<file path="src/rtl/adc_spi3w_bridge.sv">
// rtl/adc_spi3w_bridge.sv - host 4-wire SPI to ADC 3-wire SPI (shared SDIO) bridge
//
// Ports:
//   clk, reset            system clock, asynchronous active-low reset
//   spi_en                bridge enable, 0 parks every ADC line idle
//   ch_sel[CHW-1:0]       target channel, latched while idle
//   sck, csn, mosi, miso  host SPI, mode 0, MSB first
//   adc_sck, adc_csn[NCH-1:0]            ADC clock and per-channel chip selects
//   adc_sdio_o, adc_sdio_t, adc_sdio_i   SDIO pad drive, tristate (1 = high-Z), sample
//   rd_active             high while the read data phase is running
//   frame_err             one-clk pulse when a malformed frame ends
//   xfer_cnt[15:0]        completed-frame counter, wraps
//
// Build option: define ADC_SPI_STREAM_EN to let the data phase run for any
// number of words until csn rises; otherwise a frame carries exactly one word.
`timescale 1ns/1ps
module adc_spi3w_bridge #(
    parameter int NCH         = 2,
    parameter int INSTR_BITS  = 16,
    parameter int DATA_BITS   = 8,
    parameter int SYNC_STAGES = 2,
    localparam int CHW        = (NCH > 1) ? $clog2(NCH) : 1
) (
    input  logic           clk,
    input  logic           reset,
    input  logic           spi_en,
    input  logic [CHW-1:0] ch_sel,
    input  logic           sck,
    input  logic           csn,
    input  logic           mosi,
    output logic           miso,
    output logic           adc_sck,
    output logic [NCH-1:0] adc_csn,
    output logic           adc_sdio_o,
    output logic           adc_sdio_t,
    input  logic           adc_sdio_i,
    output logic           rd_active,
    output logic           frame_err,
    output logic [15:0]    xfer_cnt
);
    typedef enum logic [2:0] {IDLE, INSTR, WR_DATA, RD_DATA, DONE} state_t;

    state_t                 state;
    logic [SYNC_STAGES-1:0] sck_sr, csn_sr, mosi_sr;
    logic                   sck_prev;
    logic                   sck_s, csn_s, mosi_s, rx_edge;
    logic [5:0]             bit_cnt;
    logic                   rw_r;
    logic [CHW-1:0]         ch_r;
    logic                   ch_ok;
    logic                   word_done;  // at least one data word finished
    logic                   extra_r;    // sck edge seen after the single word
    logic                   leave;
    logic                   err_now;

    assign sck_s   = sck_sr[SYNC_STAGES-1];
    assign csn_s   = csn_sr[SYNC_STAGES-1];
    assign mosi_s  = mosi_sr[SYNC_STAGES-1];
    assign rx_edge = sck_s & ~sck_prev;
    assign ch_ok   = (32'(ch_r) < NCH);

    // Idle levels: sck and csn high, mosi low, so reset never fakes an edge.
    always_ff @(posedge clk or negedge reset) begin
        if (!reset) begin
            sck_sr   <= '1;
            csn_sr   <= '1;
            mosi_sr  <= '0;
            sck_prev <= 1'b1;
        end else begin
            sck_sr   <= {sck_sr[SYNC_STAGES-2:0], sck};
            csn_sr   <= {csn_sr[SYNC_STAGES-2:0], csn};
            mosi_sr  <= {mosi_sr[SYNC_STAGES-2:0], mosi};
            sck_prev <= sck_s;
        end
    end

    // The ADC sees the raw host lines; only the turnaround is clk-timed.
    assign adc_sck    = spi_en ? sck : 1'b1;
    assign adc_sdio_o = spi_en ? mosi : 1'b0;
    assign miso       = (state == RD_DATA) ? adc_sdio_i : 1'b0;

    always_comb begin
        adc_csn = '1;
        for (int i = 0; i < NCH; i++) begin
            if (spi_en && ch_ok && (32'(ch_r) == i))
                adc_csn[i] = csn;
        end
    end

    assign leave   = (state != IDLE) && (csn_s || !spi_en);
    assign err_now = (state == INSTR)
                  || (((state == WR_DATA) || (state == RD_DATA)) && (bit_cnt != 6'd0))
                  || !ch_ok || extra_r;

    always_ff @(posedge clk or negedge reset) begin
        if (!reset) begin
            state      <= IDLE;
            bit_cnt    <= '0;
            rw_r       <= 1'b0;
            ch_r       <= '0;
            adc_sdio_t <= 1'b1;
            frame_err  <= 1'b0;
            xfer_cnt   <= '0;
            rd_active  <= 1'b0;
            word_done  <= 1'b0;
            extra_r    <= 1'b0;
        end else begin
            frame_err <= 1'b0;
            rd_active <= (state == RD_DATA);
            if (leave) begin
                state      <= IDLE;
                bit_cnt    <= '0;
                adc_sdio_t <= 1'b1;
                frame_err  <= err_now;
                if (!err_now && word_done)
                    xfer_cnt <= xfer_cnt + 16'd1;
            end else begin
                case (state)
                    IDLE: begin
                        ch_r       <= ch_sel;
                        bit_cnt    <= '0;
                        word_done  <= 1'b0;
                        extra_r    <= 1'b0;
                        adc_sdio_t <= 1'b1;
                        if (!csn_s && spi_en) begin
                            state      <= INSTR;
                            adc_sdio_t <= 1'b0;
                        end
                    end
                    INSTR: begin
                        if (rx_edge) begin
                            if (bit_cnt == 6'd0)
                                rw_r <= mosi_s;
                            if (bit_cnt == 6'(INSTR_BITS - 1)) begin
                                bit_cnt    <= '0;
                                state      <= rw_r ? RD_DATA : WR_DATA;
                                adc_sdio_t <= rw_r;  // release SDIO for the ADC on reads
                            end else begin
                                bit_cnt <= bit_cnt + 6'd1;
                            end
                        end
                    end
                    WR_DATA, RD_DATA: begin
                        if (rx_edge) begin
                            if (bit_cnt == 6'(DATA_BITS - 1)) begin
                                bit_cnt   <= '0;
                                word_done <= 1'b1;
`ifdef ADC_SPI_STREAM_EN
`else
                                state      <= DONE;
                                adc_sdio_t <= 1'b1;
`endif
                            end else begin
                                bit_cnt <= bit_cnt + 6'd1;
                            end
                        end
                    end
                    DONE: begin
                        if (rx_edge)
                            extra_r <= 1'b1;
                    end
                    default: state <= IDLE;
                endcase
            end
        end
    end
endmodule

</file>
<file path="config.mk">
export PLATFORM = sky130hd
export DESIGN_NAME = adc_spi3w_bridge
export DESIGN_NICKNAME = d
export VERILOG_FILES = /design/src/rtl/adc_spi3w_bridge.sv
export SDC_FILE = /design/constraint.sdc
export NUM_CORES = 1
export LEC_CHECK = 0
export ABC_AREA = 1
export CAP_MARGIN = 0
export CORE_MARGIN = 10
export CORE_UTILIZATION = 46
export CTS_CLUSTER_SIZE = 40
export DETAILED_ROUTE_END_ITERATION = 8
export GPL_TIMING_DRIVEN = 0
export HOLD_SLACK_MARGIN = 0.08
export PLACE_DENSITY_LB_ADDON = 0.08
export SYNTH_ARGS = -nofsm -noshare
export SYNTH_HDL_FRONTEND = slang
export SYNTH_SLANG_ARGS = --single-unit
</file>
<file path="constraint.sdc">
create_clock -name clk -period 1.5 [get_ports clk]
set_clock_uncertainty 0.05 [all_clocks]
set_input_delay 0.3 -clock clk [delete_from_list [all_inputs] [get_ports clk]]
set_output_delay 0.3 -clock clk [all_outputs]
set_load 0.005 [all_outputs]
</file>
==> impl_metrics.yaml, run 1 <==
logic_synthesis:
  yosys-top-cells-count: "119 x nand2_1, 34 x nor2_1, 33 x dfrtp_1"
  postSynthCellCount: 296
  yosysUniqueCellTypes: 25
  synth_area_leader_cell: "dfrtp_1"
  yosysSeqAreaShare_pct: 46.2
  ys_ff_latch: 39
  synth_edf_count: 0
  synth_area_leaders: "dfrtp_1 39%, nand2_1 21%, dfstp_2 7.4%"
  yosysWarnings: 0
  synth-async-reset-ratio_pct: 100
  syn_nets: 307
  synth_top_area_share_pct: 38.8
  avgSynthCellArea_um2: 7.19
  synth.cell_area_um2: 2130
  synthFlopType: "dfrtp_1"
  yosysMostFrequentCell: "nand2_1"
routing:
  wl_per_cell_um: 13.7
  vias: 2191
  ant_nets: 0
  vias_per_cell: 5.14
  remaining_drc_errors: 0
  drt_iter0_markers: 181
  routed_wl_um: 5860
  drtPass1Iterations: 5
clock_network:
  clock-root-buffer: "clkbuf_8"
  numCtsBuffers: 5
  ctsHoldBuffers: 0
  clock_latency_ns: 0.30
  cts_max_level: 2
  cts_sinks: 39
  clk_pin_slew_ns: 0.08
  clockBufferDepth: 2
  cts_tree: "done"
floorplan:
  start_util_pct: 48.2
  die_w_um: 88.0
  die_area_um2: 7750
  io_pins: 32
  coreArea_um2: 4410
  rows: 24
  die_h_um: 88.0
job:
  cap_violations: 0
critical_path:
  critical_path_peak_fanout: 5
  arrival_ns: 1.64
  cp.required_ns: 1.64
  path_class: "register to register"
  worst_setup_path_end_kind: "register"
  startpoint_type: "register"
timing:
  hold_viol_final: 0
  fin_crit_sh_pct: 99.7
  finalCriticalPeriod_ns: 1.50
  finalSetupViolCount: 0
  slew_violations: 0
  whs_ns: 0.0606
  worst_pin_slew_ns: 0.864
  fmax_mhz: 669
  rsz0062_at_grt: "yes"
  slew_headroom_pct: 42.4
grt:
  grt_pass1_wl_um: 9180
  gr-total-overflow: 0
  grt_max_degree: 40
  antenna_found_initial: 0
  track_usage_pct: 14.8
  grt_pass1_vias: 2037
min_path:
  hold_class: "input pin to asynchronous set/reset pin"
outcome:
  status: "completed"
layout:
  nets: 384
  fin_cells: 426
  antennaDiodeCount: 0
  fin_util_pct: 69.4
  syn_to_final_growth_pct: 43.9
  final_area_um2: 3060
  drive_gt1_share_pct: 30.7
power_and_ir_drop:
  vdd_ir_drop_max_v: 0.000694
  p_per_area_nw_per_um2: 1130
  p_leak_nw: 1.61
  p_total_mw: 3.46
placement:
  place_area_um2: 2500
  hpwl_um: 3620
  portBuffers: 31
  finalWeightedCongestion: 0.880
  dp.cells: 379
-- sequential cells by signal, indices dropped and copies added (netlist names), 2 cells and up --
signal	count
mosi_sr	2
sck_sr	2
state	3
xfer_cnt	16
bit_cnt	6
csn_sr	2
-- power by group --
group | switching, mW | leakage, nW | internal, mW
logic | 0.829 | 1.08 | 0.634
registers | 0.0951 | 0.481 | 1.19
clock network | 0.388 | 0.0477 | 0.319
total | 1.31 | 1.61 | 2.14
-- cells in the final DEF, fill, tap and decap left out, types with 3 or more instances in the layout --
cell,count
clkdlybuf4s50_1,5
o21ai_0,3
nand2_2,9
inv_1,21
xor2_1,3
buf_4,36
dfrtp_2,6
inv_2,10
clkbuf_8,5
xnor2_1,4
dfstp_2,6
nand3_2,4
buf_6,5
dlygate4sd2_1,19
nor2_1,28
ha_2,3
nor2_2,3
o21ai_1,4
nor2_4,8
nand2_1,104
buf_2,3
clkinv_2,3
nand4_1,9
nand2_4,7
dfrtp_1,27
nand3_1,21
-- per-stage QoR --
stage | setup WS [ns] | setup TNS, ns
after detailed placement | -0.512 | -13.96
after floorplan | 0.0942 | 0
after global routing | -0.0883 | -0.956
after global placement | -0.887 | -45.73
final | 0.00498 | 0
after CTS | -0.0117 | -0.0588
-- logic make-up (layout without fill, tap and decap cells) --
group / count (synthesis) / count (layout) / share of synthesized area (%)
fa+ha+maj: 3 / 3 / 1.76
simple gates: 200 / 200 / 39.7
flops: 39 / 39 / 46.2
xor+xnor: 7 / 7 / 2.88
compound gates: 11 / 11 / 2.70
buf+inv: 36 / 114 / 6.76
-- routing by layer --
| metal | routed length, um | part of all wire (%) | vias to the layer above | GRT usage, % |
|---|---|---|---|---|
| met2 | 2780 | 47 | 65 | 23.0 |
| li1 | - | - | 1083 | - |
| met4 | 108 | 1.8 | 0 | 7.42 |
| met5 | 0 | 0 | - | 0 |
| met1 | 2550 | 44 | 1033 | 18.5 |
| met3 | 420 | 7.2 | 10 | 3.90 |
-- final timing paths --
check / slack (ns) / end / from / cells after the start
hold / removal: 0.06 / bit_cnt[0]$_DFFE_PN0P_ / reset / 1
max in group asynchronous: 0.73 / state[0]$_DFFE_PN0P_ / reset / 1
hold reg to reg: 0.31 / mosi_sr[1]$_DFF_PN0_ / mosi_sr[0]$_DFF_PN0_ / 0
min in group clk: 0.10 / csn_sr[0]$_DFF_PN1_ / csn / 1
setup reg to reg: 0.005 / bit_cnt[5]$_DFFE_PN0P_ / state[2]$_DFFE_PN0P_ / 8
setup / recovery: 0.005 / bit_cnt[5]$_DFFE_PN0P_ / state[2]$_DFFE_PN0P_ / 8
-- timing repair --
action / in CTS / in global routing
endpoints found under the setup margin: 49 / 33
gates cloned: 1 / 1
pin swaps: 4 / 12
buffers inserted: 25 / 12
resized for setup: 61 / 43
-- worst max-delay path, stage by stage, from the launching register on --
cell,delay (ns)
dfrtp_2,0.44
buf_6,0.14
nor2_1,0.14
nand3_2,0.18
buf_4,0.19
nand3_1,0.07
nand2_1,0.07
nand2_1,0.07
nor2_1,0.04
-- cell type report --
cell class	count	area, um^2
Fill cell	368	1350
Multi-Input combinational cell	221	1180
Sequential cell	39	991
Timing Repair Buffer	70	577
Inverter	33	129
Clock buffer	5	68.8
Tap cell	52	65.1
Buffer	3	33.8
Clock inverter	3	15.0
Power figures use the tool's default switching activity.
==> run 2, diff against run 1 <==
Settings changed: CAP_MARGIN 0 to 20.
==> results of run 2 <==
The final DEF is identical to that of run 1; final timing and power are the same.
==> run 3, diff against run 2 <==
Settings changed: CAP_MARGIN 20 to unset.
==> results of run 3 <==
The final DEF is identical to that of run 1; final timing and power are the same.
